===== src/rtl/mem_access_pkg.sv =====
// Shared types for the memory-access stage: RV32I load/store funct3 encodings,
// FSM state encoding, captured-op and MEM/WB record layouts, and an
// access-size decoder used by both the store-lane logic and load formatting.
package mem_access_pkg;

    localparam logic [2:0] F3_LB  = 3'b000;
    localparam logic [2:0] F3_LH  = 3'b001;
    localparam logic [2:0] F3_LW  = 3'b010;
    localparam logic [2:0] F3_LBU = 3'b100;
    localparam logic [2:0] F3_LHU = 3'b101;
    localparam logic [2:0] F3_SB  = 3'b000;
    localparam logic [2:0] F3_SH  = 3'b001;
    localparam logic [2:0] F3_SW  = 3'b010;

    typedef enum logic { ST_IDLE = 1'b0, ST_BUSY = 1'b1 } state_e;

    typedef enum logic [1:0] { SZ_B = 2'd0, SZ_H = 2'd1, SZ_W = 2'd2 } size_e;

    // Memory op latched while the DMEM transaction is open.
    typedef struct packed {
        logic [2:0]  funct3;
        logic [1:0]  addr_lo;
        logic [4:0]  rd;
        logic        write_reg;
        logic        is_load;
        logic [31:0] alu_result;
    } op_t;

    // MEM/WB pipeline register contents.
    typedef struct packed {
        logic        use_mem;
        logic        write_reg;
        logic        misalign;
        logic [31:0] data;
        logic [31:0] alu_result;
        logic [4:0]  rd;
    } mwb_t;

    // Any funct3 that is not a legal size for the op kind falls back to a word.
    function automatic size_e access_size(input logic [2:0] f3, input logic is_store);
        size_e sz;
        sz = SZ_W;
        if (is_store) begin
            case (f3)
                F3_SB:   sz = SZ_B;
                F3_SH:   sz = SZ_H;
                default: sz = SZ_W;
            endcase
        end else begin
            case (f3)
                F3_LB, F3_LBU: sz = SZ_B;
                F3_LH, F3_LHU: sz = SZ_H;
                default:       sz = SZ_W;
            endcase
        end
        return sz;
    endfunction

endpackage


===== src/rtl/mem_access_if.sv =====
// DMEM request/acknowledge bus between the memory-access stage (master) and
// the data memory (slave).
interface mem_access_if #(
    parameter int ADDR_W = 32
) ();
    logic              req;
    logic              we;
    logic [ADDR_W-1:0] addr;
    logic [3:0]        be;
    logic [31:0]       wdata;
    logic              ack;
    logic [31:0]       rdata;

    modport master (output req, we, addr, be, wdata, input ack, rdata);
    modport slave  (input req, we, addr, be, wdata, output ack, rdata);
endinterface


===== src/rtl/mem_access_load_extract.sv =====
// Load formatting: selects the addressed byte/half of the returned word and
// sign- or zero-extends it to 32 bits. Purely combinational.
module mem_access_load_extract
    import mem_access_pkg::*;
(
    input  logic [2:0]  funct3_i,
    input  logic [1:0]  addr_lo_i,
    input  logic [31:0] rdata_i,
    output logic [31:0] data_o
);
    logic [7:0]  byte_sel;
    logic [15:0] half_sel;

    // Lane select then extend; unsigned variants are the ones with funct3[2] set.
    always_comb begin
        byte_sel = rdata_i[{addr_lo_i, 3'b000} +: 8];
        half_sel = addr_lo_i[1] ? rdata_i[31:16] : rdata_i[15:0];
        data_o   = rdata_i;
        case (access_size(funct3_i, 1'b0))
            SZ_B:    data_o = funct3_i[2] ? {24'b0, byte_sel} : {{24{byte_sel[7]}}, byte_sel};
            SZ_H:    data_o = funct3_i[2] ? {16'b0, half_sel} : {{16{half_sel[15]}}, half_sel};
            default: data_o = rdata_i;
        endcase
    end
endmodule


===== src/rtl/mem_access.sv =====
// Memory-access stage of the RV32 pipeline. Issues one DMEM request per load or
// store, stalls upstream until the ack, then hands the formatted result to the
// MEM/WB register. Optional macro MISALIGN_TRAP_EN: misaligned half/word
// accesses skip DMEM and raise misalign_o in MEM/WB instead.
module mem_access
    import mem_access_pkg::*;
#(
    parameter int ADDR_W = 32
) (
    input  logic         clk,
    input  logic         reset,
    input  logic         PIP_valid_i,
    input  logic         PIP_mem_read_i,
    input  logic         PIP_mem_write_i,
    input  logic [2:0]   PIP_funct3_i,
    input  logic [31:0]  PIP_alu_result_i,
    input  logic [31:0]  PIP_store_data_i,
    input  logic         PIP_write_reg_i,
    input  logic [4:0]   PIP_rd_i,
    output logic         stall_o,
    mem_access_if.master dmem,
    output logic         PIP_use_mem_o,
    output logic         PIP_write_reg_o,
    output logic [31:0]  PIP_DMEM_data_o,
    output logic [31:0]  PIP_alu_result_o,
    output logic [4:0]   PIP_rd_o,
    output logic         misalign_o
);
    state_e            state_q, state_d;
    op_t               op_q, op_d;
    mwb_t              mwb_q, mwb_d;
    logic              req_q, req_d;
    logic              we_q, we_d;
    logic [ADDR_W-1:0] addr_q, addr_d;
    logic [3:0]        be_q, be_d;
    logic [31:0]       wdata_q, wdata_d;

    logic              mem_op;
    logic              misaligned;
    logic              stall_c;
    size_e             in_sz;
    logic [3:0]        st_be;
    logic [31:0]       st_wdata;
    logic [31:0]       ld_data;

    assign mem_op = PIP_valid_i & (PIP_mem_read_i | PIP_mem_write_i);
    assign in_sz  = access_size(PIP_funct3_i, PIP_mem_write_i);

`ifdef MISALIGN_TRAP_EN
    assign misaligned = ((in_sz == SZ_H) && PIP_alu_result_i[0]) ||
                        ((in_sz == SZ_W) && (PIP_alu_result_i[1:0] != 2'b00));
`else
    assign misaligned = 1'b0;
`endif

    // Store lane steering: enables follow the addressed lane, data is replicated.
    always_comb begin
        st_be    = 4'b1111;
        st_wdata = PIP_store_data_i;
        case (in_sz)
            SZ_B: begin
                st_be    = 4'b0001 << PIP_alu_result_i[1:0];
                st_wdata = {4{PIP_store_data_i[7:0]}};
            end
            SZ_H: begin
                st_be    = 4'b0011 << {PIP_alu_result_i[1], 1'b0};
                st_wdata = {2{PIP_store_data_i[15:0]}};
            end
            default: ;
        endcase
    end

    mem_access_load_extract u_load_extract (
        .funct3_i  (op_q.funct3),
        .addr_lo_i (op_q.addr_lo),
        .rdata_i   (dmem.rdata),
        .data_o    (ld_data)
    );

    // Next-state, DMEM request and MEM/WB contents; MEM/WB defaults to a bubble.
    always_comb begin
        state_d = state_q;
        op_d    = op_q;
        req_d   = req_q;
        we_d    = we_q;
        addr_d  = addr_q;
        be_d    = be_q;
        wdata_d = wdata_q;
        mwb_d   = '0;
        stall_c = 1'b0;
        case (state_q)
            ST_IDLE: begin
                if (mem_op && !misaligned) begin
                    stall_c           = 1'b1;
                    state_d           = ST_BUSY;
                    req_d             = 1'b1;
                    we_d              = PIP_mem_write_i;
                    addr_d            = {PIP_alu_result_i[ADDR_W-1:2], 2'b00};
                    be_d              = PIP_mem_write_i ? st_be : 4'b0000;
                    wdata_d           = PIP_mem_write_i ? st_wdata : 32'b0;
                    op_d.funct3       = PIP_funct3_i;
                    op_d.addr_lo      = PIP_alu_result_i[1:0];
                    op_d.rd           = PIP_rd_i;
                    op_d.write_reg    = PIP_write_reg_i;
                    op_d.is_load      = PIP_mem_read_i;
                    op_d.alu_result   = PIP_alu_result_i;
                end else if (mem_op) begin
                    mwb_d.misalign    = 1'b1;
                    mwb_d.alu_result  = PIP_alu_result_i;
                    mwb_d.rd          = PIP_rd_i;
                end else if (PIP_valid_i) begin
                    mwb_d.write_reg   = PIP_write_reg_i;
                    mwb_d.alu_result  = PIP_alu_result_i;
                    mwb_d.rd          = PIP_rd_i;
                end
            end
            ST_BUSY: begin
                stall_c = ~dmem.ack;
                if (dmem.ack) begin
                    state_d          = ST_IDLE;
                    req_d            = 1'b0;
                    mwb_d.use_mem    = op_q.is_load;
                    mwb_d.write_reg  = op_q.write_reg & op_q.is_load;
                    mwb_d.data       = op_q.is_load ? ld_data : 32'b0;
                    mwb_d.alu_result = op_q.alu_result;
                    mwb_d.rd         = op_q.rd;
                end
            end
            default: state_d = ST_IDLE;
        endcase
    end

    // State, DMEM bus and MEM/WB registers; reset abandons any open request.
    always_ff @(posedge clk or posedge reset) begin
        if (reset) begin
            state_q <= ST_IDLE;
            op_q    <= '0;
            mwb_q   <= '0;
            req_q   <= 1'b0;
            we_q    <= 1'b0;
            addr_q  <= '0;
            be_q    <= 4'b0000;
            wdata_q <= 32'b0;
        end else begin
            state_q <= state_d;
            op_q    <= op_d;
            mwb_q   <= mwb_d;
            req_q   <= req_d;
            we_q    <= we_d;
            addr_q  <= addr_d;
            be_q    <= be_d;
            wdata_q <= wdata_d;
        end
    end

    // Nothing is in flight while reset is held, so never stall upstream then.
    assign stall_o          = stall_c & ~reset;
    assign dmem.req         = req_q;
    assign dmem.we          = we_q;
    assign dmem.addr        = addr_q;
    assign dmem.be          = be_q;
    assign dmem.wdata       = wdata_q;
    assign PIP_use_mem_o    = mwb_q.use_mem;
    assign PIP_write_reg_o  = mwb_q.write_reg;
    assign PIP_DMEM_data_o  = mwb_q.data;
    assign PIP_alu_result_o = mwb_q.alu_result;
    assign PIP_rd_o         = mwb_q.rd;
    assign misalign_o       = mwb_q.misalign;
endmodule


===== src/flat_wrapper.sv =====
// flat-port wrapper written by rule: the top's interface ports become plain ports
module mem_access_flat import mem_access_pkg::*;
#(
    parameter int ADDR_W = 32
)
  (clk, reset, PIP_valid_i, PIP_mem_read_i, PIP_mem_write_i, PIP_funct3_i, PIP_alu_result_i, PIP_store_data_i, PIP_write_reg_i, PIP_rd_i, stall_o, PIP_use_mem_o, PIP_write_reg_o, PIP_DMEM_data_o, PIP_alu_result_o, PIP_rd_o, misalign_o, dmem_req, dmem_we, dmem_addr, dmem_be, dmem_wdata, dmem_ack, dmem_rdata);
  mem_access_if #(.ADDR_W(ADDR_W)) dmem_i ();
  input  logic clk;
  input  logic reset;
  input  logic PIP_valid_i;
  input  logic PIP_mem_read_i;
  input  logic PIP_mem_write_i;
  input  logic [2:0] PIP_funct3_i;
  input  logic [31:0] PIP_alu_result_i;
  input  logic [31:0] PIP_store_data_i;
  input  logic PIP_write_reg_i;
  input  logic [4:0] PIP_rd_i;
  output logic stall_o;
  output logic PIP_use_mem_o;
  output logic PIP_write_reg_o;
  output logic [31:0] PIP_DMEM_data_o;
  output logic [31:0] PIP_alu_result_o;
  output logic [4:0] PIP_rd_o;
  output logic misalign_o;
  output wire logic [$bits(dmem_i.req)-1:0] dmem_req;
  output wire logic [$bits(dmem_i.we)-1:0] dmem_we;
  output wire logic [$bits(dmem_i.addr)-1:0] dmem_addr;
  output wire logic [$bits(dmem_i.be)-1:0] dmem_be;
  output wire logic [$bits(dmem_i.wdata)-1:0] dmem_wdata;
  input wire logic [$bits(dmem_i.ack)-1:0] dmem_ack;
  input wire logic [$bits(dmem_i.rdata)-1:0] dmem_rdata;
  assign dmem_req = dmem_i.req;
  assign dmem_we = dmem_i.we;
  assign dmem_addr = dmem_i.addr;
  assign dmem_be = dmem_i.be;
  assign dmem_wdata = dmem_i.wdata;
  assign dmem_i.ack = dmem_ack;
  assign dmem_i.rdata = dmem_rdata;
  mem_access #(.ADDR_W(ADDR_W)) u_core (.clk(clk), .reset(reset), .PIP_valid_i(PIP_valid_i), .PIP_mem_read_i(PIP_mem_read_i), .PIP_mem_write_i(PIP_mem_write_i), .PIP_funct3_i(PIP_funct3_i), .PIP_alu_result_i(PIP_alu_result_i), .PIP_store_data_i(PIP_store_data_i), .PIP_write_reg_i(PIP_write_reg_i), .PIP_rd_i(PIP_rd_i), .stall_o(stall_o), .dmem(dmem_i), .PIP_use_mem_o(PIP_use_mem_o), .PIP_write_reg_o(PIP_write_reg_o), .PIP_DMEM_data_o(PIP_DMEM_data_o), .PIP_alu_result_o(PIP_alu_result_o), .PIP_rd_o(PIP_rd_o), .misalign_o(misalign_o));
endmodule

===== config.mk =====
export PLATFORM = sky130hd
export DESIGN_NAME = mem_access_flat
export DESIGN_NICKNAME = d
export VERILOG_FILES = /design/src/rtl/mem_access_pkg.sv /design/src/rtl/mem_access_if.sv /design/src/rtl/mem_access_load_extract.sv /design/src/rtl/mem_access.sv /design/src/flat_wrapper.sv
export SDC_FILE = /design/constraint.sdc
export NUM_CORES = 1
export LEC_CHECK = 0
export CAP_MARGIN = 40
export CORE_MARGIN = 3
export CORE_UTILIZATION = 45
export DETAILED_ROUTE_END_ITERATION = 10
export PLACE_DENSITY_LB_ADDON = 0.05
export SETUP_SLACK_MARGIN = 0.3
export SYNTH_ARGS = -nofsm -noshare
export SYNTH_HDL_FRONTEND = slang
export SYNTH_SLANG_ARGS = --single-unit

===== constraint.sdc =====
create_clock -name clk -period 12.9 [get_ports clk]
set_input_delay 1.29 -clock clk [delete_from_list [all_inputs] [get_ports clk]]
set_output_delay 1.29 -clock clk [all_outputs]
set_load 0.01 [all_outputs]

==> results of run 1 <==
==> state kept, by name, indices dropped and copies added, names as in the netlist <==
register and flops:
u_core.PIP_DMEM_data_o 32, u_core.state_q 1, u_core.dmem.addr 1, u_core.PIP_rd_o 5
u_core.dmem.we 1, u_core.dmem.req 1, u_core.PIP_write_reg_o 1, u_core.PIP_alu_result_o 32
u_core.dmem.wdata 32, u_core.PIP_use_mem_o 1, u_core.dmem.be 4, u_core.op_q 41
==> critical path: stages <==
cell and delay (ps):
clkdlybuf4s50_1 460, buf_4 240, nor2_1 120, or2_2 320, o21ai_0 120, and2_1 180
clkdlybuf4s50_1 540
==> cells by family after synthesis <==
group,after synthesis
AOI/OAI and AO/OA,136
buffers and inverters,91
DFF,152
muxes,25
other,1
and+or+nand+nor,240
==> where the power goes <==
part	total (uW)	leakage (uW)	switching, uW	internal [uW]
Sequential	598	0.00199	52.9	545
Clock	479	0.000280	190	289
Combinational	342	0.00207	157	185
Total	1420	0.00435	400	1020
==> layout make-up <==
cell class | instances | area (um2) | share of cell area (%)
Clock buffer | 20 | 447 | 4.74
Clock inverter | 12 | 126 | 1.34
Inverter | 15 | 61.3 | 0.651
Multi-Input combinational cell | 404 | 2200 | 23.3
Sequential cell | 152 | 3800 | 40.4
Tap cell | 180 | 225 | 2.39
Timing Repair Buffer | 257 | 2550 | 27.1
==> placed cells by master, fill, tap and decap left out, types with 2 or more instances in the layout <==
master             n
buf_4              7
dfrtp_1          152
a22o_1            38
nand2_1          206
inv_1             13
nand3_1            2
clkbuf_1           2
o21ai_0           69
clkdlybuf4s50_1  250
and2_1             3
o21ai_1            2
nor3_1             2
bufinv_16          2
conb_1             3
clkinvlp_4         2
clkinv_2           5
nor2_1            12
mux2_2            16
clkinv_4           2
or2_2              2
o21a_1             3
a222oi_1           7
mux2i_1            8
inv_6              2
a21oi_1            2
a221oi_1           9
clkbuf_16         17
nand2_2            6
==> stage by stage <==
| step | hold WS, ps | instances | setup slack (ps) |
|---|---|---|---|
| after floorplan | 446 | 647 | 6710 |
| after global placement | 458 | 1008 | 8410 |
| after detailed placement | 463 | 1008 | 8380 |
| after CTS | 478 | 1040 | 8370 |
| after global routing | 500 | 1040 | 8260 |
| final | 477 | 1040 | 8340 |
==> cells in the mapped netlist, types with 2 or more instances <==
| cell | instances | area (um2) |
|---|---|---|
| mux2_2 | 16 | 180 |
| nand3_1 | 2 | 10.0 |
| buf_6 | 2 | 22.5 |
| clkbuf_1 | 26 | 97.6 |
| o21a_1 | 3 | 22.5 |
| dfrtp_1 | 152 | 3800 |
| inv_1 | 14 | 52.6 |
| a21oi_1 | 3 | 15.0 |
| nor2_1 | 13 | 48.8 |
| and2_1 | 3 | 18.8 |
| nor3_1 | 3 | 15.0 |
| buf_2 | 13 | 65.1 |
| a22o_1 | 38 | 333 |
| buf_1 | 2 | 7.51 |
| o21ai_1 | 2 | 10.0 |
| buf_4 | 33 | 248 |
| nand2_2 | 6 | 37.5 |
| o21ai_0 | 69 | 345 |
| mux2i_1 | 8 | 80.1 |
| a221oi_1 | 9 | 78.8 |
| a222oi_1 | 7 | 70.1 |
| nand2_1 | 206 | 773 |
==> routing by layer <==
layer / vias up / global-route usage, %
met5: - / 0
met4: 0 / 6.37
met3: 22 / 7.72
met2: 221 / 36.2
met1: 2581 / 29.8
li1: 2526 / -
==> path summary, 6_finish.rpt <==
| path | from | end | slack, ps | cells after the start |
|---|---|---|---|---|
| setup / recovery | PIP_mem_write_i | stall_o | 8340 | 7 |
| hold / removal | u_core.dmem.wdata[6]$_DFFE_PP0P_ | u_core.dmem.wdata[6]$_DFFE_PP0P_ | 480 | 2 |
| setup reg to reg | u_core.op_q[1]$_DFFE_PP0P_ | u_core.PIP_DMEM_data_o[30]$_DFF_PP0_ | 10620 | 4 |
| hold reg to reg | u_core.dmem.wdata[6]$_DFFE_PP0P_ | u_core.dmem.wdata[6]$_DFFE_PP0P_ | 480 | 2 |
| max in group asynchronous | reset | u_core.PIP_DMEM_data_o[26]$_DFF_PP0_ | 10200 | 3 |
| min in group asynchronous | reset | u_core.op_q[4]$_DFFE_PP0P_ | 1400 | 2 |
==> out/qor.txt, run 1 <==
Max frequency - 219 MHz
Met3 wire len - 1470 um
Max clock buf depth - 2
Worst clock skew - 6.43 ps
Minimum clock period after layout - 4560 ps
Met1 WL - 7600 um
Max-slew headroom - 41.8%
Post-Synth XOR/XNOR Area - 0%
WL per Instance - 17.2 um
Vias per std cell - 5.14
DIE HEIGHT - 126 um
Total Routing Usage GR - 22.7%
WS Path Type - in2out
VDD IR-drop max - 0.0800 mV
Initial antenna violation count - 0
Drt initial violations - 374
Final Hold Fails - 0
WP data arrival - 3270 ps
CTS HTree Levels - 4
Port bufs - 250
Asr flop ratio synth - 100%
Root buffer selected by CTS - clkbuf_16
GP Congestion - 0.807
Filler Cells Inserted - 1085
Die width - 126 um
Setup bufs post-CTS - 0
Final HPWL DP - 12600 um
Die Area - 15900 um2
Slew Limit Fails - 0
Total power - 1420 uW
Via count - 5350
DRT antenna net count - 0
IO Count - 254
Mapped Cells - 645
Overflow after GRT - 0
CP Data Required Time - 11610 ps
Status - completed
Max-cap violations - 0
Number of synthesized flops with an enable pin - 0
Post-Layout Inst Area - 9420 um2
DP Area - 8840 um2
Drc violations - 0
RSZ-0062 raised after global routing - false
Largest family of logic cells by synthesized area - simple AND/OR/NAND/NOR gates
P&R area growth vs syn - 45.4%
Max layer used - met4
Num CTS Buffers - 17
Pin count of the biggest net entering global routing - 88
Post-synthesis compound-gate area fraction - 14.5%
Endpoint class of the critical path - output pin
Proportion of layout cells with a drive suffix above 1 - 8.26%
Post-CTS resize count - 0
Nets - 958
Pwr per Cell Area - 151 nW/um2
Largest fanout on the critical path - 20
Seq/Total Area, Yosys - 58.8%
Final wirelength - 17800 um
Adder-Cell Fraction of Synth Area - 0%
First-pass GRT wire length - 28500 um
Core area - 14000 um2
Clock net sink count - 152
Synth Area per Inst - 10.0 um2
Mapped cell area - 6470 um2
Vias in the first global route - 5300
Worst-path clk slew - 60 ps
Detail Route met2 WL - 8530 um
Crit share post-route - 35.4%
Synth Flop Type - dfrtp_1
Post-synthesis mux area share - 4.25%
Worst Tran Pin Value - 872 ps
DRT Pass-1 Iters - 5
ANT cells - 0
Worst Hold Class - reg2reg
Leak - 0.00435 uW
Initial core utilization - 46.3%
Final setup violation count - 0
Library cells used by synthesis - 37
Startpoint Class - input port
# rows - 43
Final Util - 67.3%
YS warnings - 0
Setup TNS - 0 ps
Worst skew pair latency - 410 ps
Hold Buf Count CTS - 0
CTS tree - yes
Yosys reg bits - 152
Post-Synth Simple-Gate Area - 14.8%
Note: power is estimated with default switching activity, not from simulation.
==> run 2: changes to the inputs <==
CORE_UTILIZATION = 40   (was 45)
clock period = 3.7 ns   (was 12.9 ns; I/O delays follow)
==> run 2 against run 1 <==
  * Power rose to 3.5 times the previous value
  * Via count is 0.24% lower
  * Count of clock-buffer cells in the layout decreased by 1
  * Non-clock buffer count increased by 1
  * Design area increased by 0.49%
  * Sequential cell count unchanged
  * Critical path depth is the same
  * Combinational power grew to 3.5 times the previous value
  * Largest cell class unchanged
  * Largest power group unchanged
==> out/qor.txt, run 2 (synthesized netlist as in run 1, its figures left out) <==
Post-Layout Inst Area - 9460 um2 (+0.49%)
Startpoint Class - input port
Minimum clock period after layout - 2690 ps
Commonest non-fill, non-tap cell in the layout - clkdlybuf4s50_1
WS Path Type - in2out
Endpoint class of the critical path - output pin
Leak - 0.00433 uW (-0.42%)
Die Area - 17700 um2 (+12%)
Final Util - 60.9% (-6.4 points)
Worst clock skew - 6.23 ps (-0.198 ps)
Max-cap violations - 0 (unchanged)
Max-slew headroom - 37.3% (-4.5 points)
Hold Buf Count CTS - 0 (unchanged)
# rows - 45 (+4.7%)
Final HPWL DP - 12300 um (-2.0%)
Reg area - 3800 um2 (unchanged)
Vias per std cell - 4.98 (-3.1%)
Status - completed
Initial antenna violation count - 0 (unchanged)
Post-CTS resize count - 0 (unchanged)
Num CTS Buffers - 17 (unchanged)
Worst-path clk slew - 60 ps (about the same)
DP Area - 8900 um2 (+0.65%)
Drt initial violations - 356 (-4.8%)
FF-to-FF setup slack - 1310 ps (-9310 ps)
Slew Limit Fails - 0 (unchanged)
Pwr per Cell Area - 521 nW/um2 (+250%)
Filler Cells Inserted - 1289 (+19%)
Final wirelength - 18000 um (+1.1%)
Drc violations - 0 (unchanged)
CTS tree - yes
Worst Hold Class - reg2reg
WL per Instance - 16.8 um (-1.8%)
DRT antenna net count - 0 (unchanged)
Crit share post-route - 72.8%
R2R cell count - 4 (unchanged)
Setup TNS - 0 ps (unchanged)
Pin count of the biggest net entering global routing - 153 (+74%)
Most flop-heavy register - u_core.op_q
Most frequent cells in the layout - 250 x clkdlybuf4s50_1, 206 x nand2_1, 152 x dfrtp_1
CP Data Required Time - 3330 ps (-8280 ps)
First-pass GRT wire length - 28600 um (+0.34%)
Max reg flops - 41 (unchanged)
Initial core utilization - 41.7% (-4.6 points)
ANT cells - 0 (unchanged)
P&R area growth vs syn - 46.2%
Worst skew pair latency - 420 ps (about the same)
Worst Setup Slack, final - 1010 ps (-7330 ps)
DIE HEIGHT - 133 um (+5.8%)
Max frequency - 371 MHz
DRT Pass-1 Iters - 6 (+1)
Proportion of layout cells with a drive suffix above 1 - 8.26% (unchanged)
Overflow after GRT - 0 (unchanged)
Total Routing Usage GR - 20.3% (-2.4 points)
Pre-CTS setup slack - 979 ps (-7400 ps)
Max clock buf depth - 2 (unchanged)
Nets - 959 (+0.10%)
Final setup violation count - 0 (unchanged)
Final Hold Fails - 0 (unchanged)
Setup bufs post-CTS - 0 (unchanged)
GP Congestion - 0.862 (+6.7%)
Clock net sink count - 152 (unchanged)
Core area - 15500 um2 (+11%)
Largest fanout on the critical path - 20 (unchanged)
Total power - 4930 uW (+250%)
Hold worst-path end - u_core.op_q[37]$_DFFE_PP0P_
Hold path depth - 2 (unchanged)
RSZ-0062 raised after global routing - false
Vias in the first global route - 5336 (+0.68%)
VDD IR-drop max - 0.312 mV (+290%)
Multi-input gate area - 2200 um2 (unchanged)
Root buffer selected by CTS - clkbuf_16
Port bufs - 250 (unchanged)
Die width - 133 um (+5.8%)
Via count - 5337 (-0.24%)
IO Count - 254 (unchanged)
HP Start - u_core.op_q[37]$_DFFE_PP0P_
Critical R2R Capture - u_core.PIP_DMEM_data_o[18]$_DFF_PP0_
CTS HTree Levels - 4 (unchanged)
R2R Path Start - u_core.op_q[1]$_DFFE_PP0P_
WP data arrival - 2320 ps (-950 ps)
Worst Tran Pin Value - 940 ps (+67.7 ps)
==> run 2: how the worst max path moves through the flow <==
| stage | from | endpoint | slack [ps] | cells past startpoint |
|---|---|---|---|---|
| global route | PIP_mem_write_i | stall_o | 880 | 7 |
| CTS | PIP_mem_write_i | stall_o | 980 | 7 |
| global placement | PIP_mem_write_i | stall_o | 1020 | 7 |
| detailed placement | PIP_mem_write_i | stall_o | 980 | 7 |
| floorplan | reset | stall_o | 290 | 2 |
| finish | PIP_mem_write_i | stall_o | 1010 | 7 |
==> run 2: critical path, stage by stage <==
cell and delay, ps:
clkdlybuf4s50_1 470, buf_4 240, nor2_1 120, or2_2 310
o21ai_0 110, and2_1 160, clkdlybuf4s50_1 540
==> run 2: cell type report <==
type                            instances  area share, %
Multi-Input combinational cell        404           23.2
Tap cell                              211           2.79
Inverter                               15          0.635
Clock inverter                         12           1.36
Timing Repair Buffer                  258           27.2
Clock buffer                           19           4.58
Sequential cell                       152           40.2
==> run 2: metrics by stage <==
stage               hold slack (ps)  instances
finish                          472       1071
global route                    502       1071
floorplan                       446        647
detailed placement              463       1040
CTS                             478       1071
global placement                457       1040
==> run 2: per-layer routing <==
layer	wire [um]	global-route usage, %	vias to the layer above
met2	8570	32.7	224
li1	-	-	2522
met5	0	0	-
met4	306	6.63	0
met1	7440	25.3	2562
met3	1730	7.63	29
==> run 2: where the power goes <==
part | internal, uW | switching [uW]
logic | 649 | 547
clock network | 986 | 670
registers | 1900 | 181
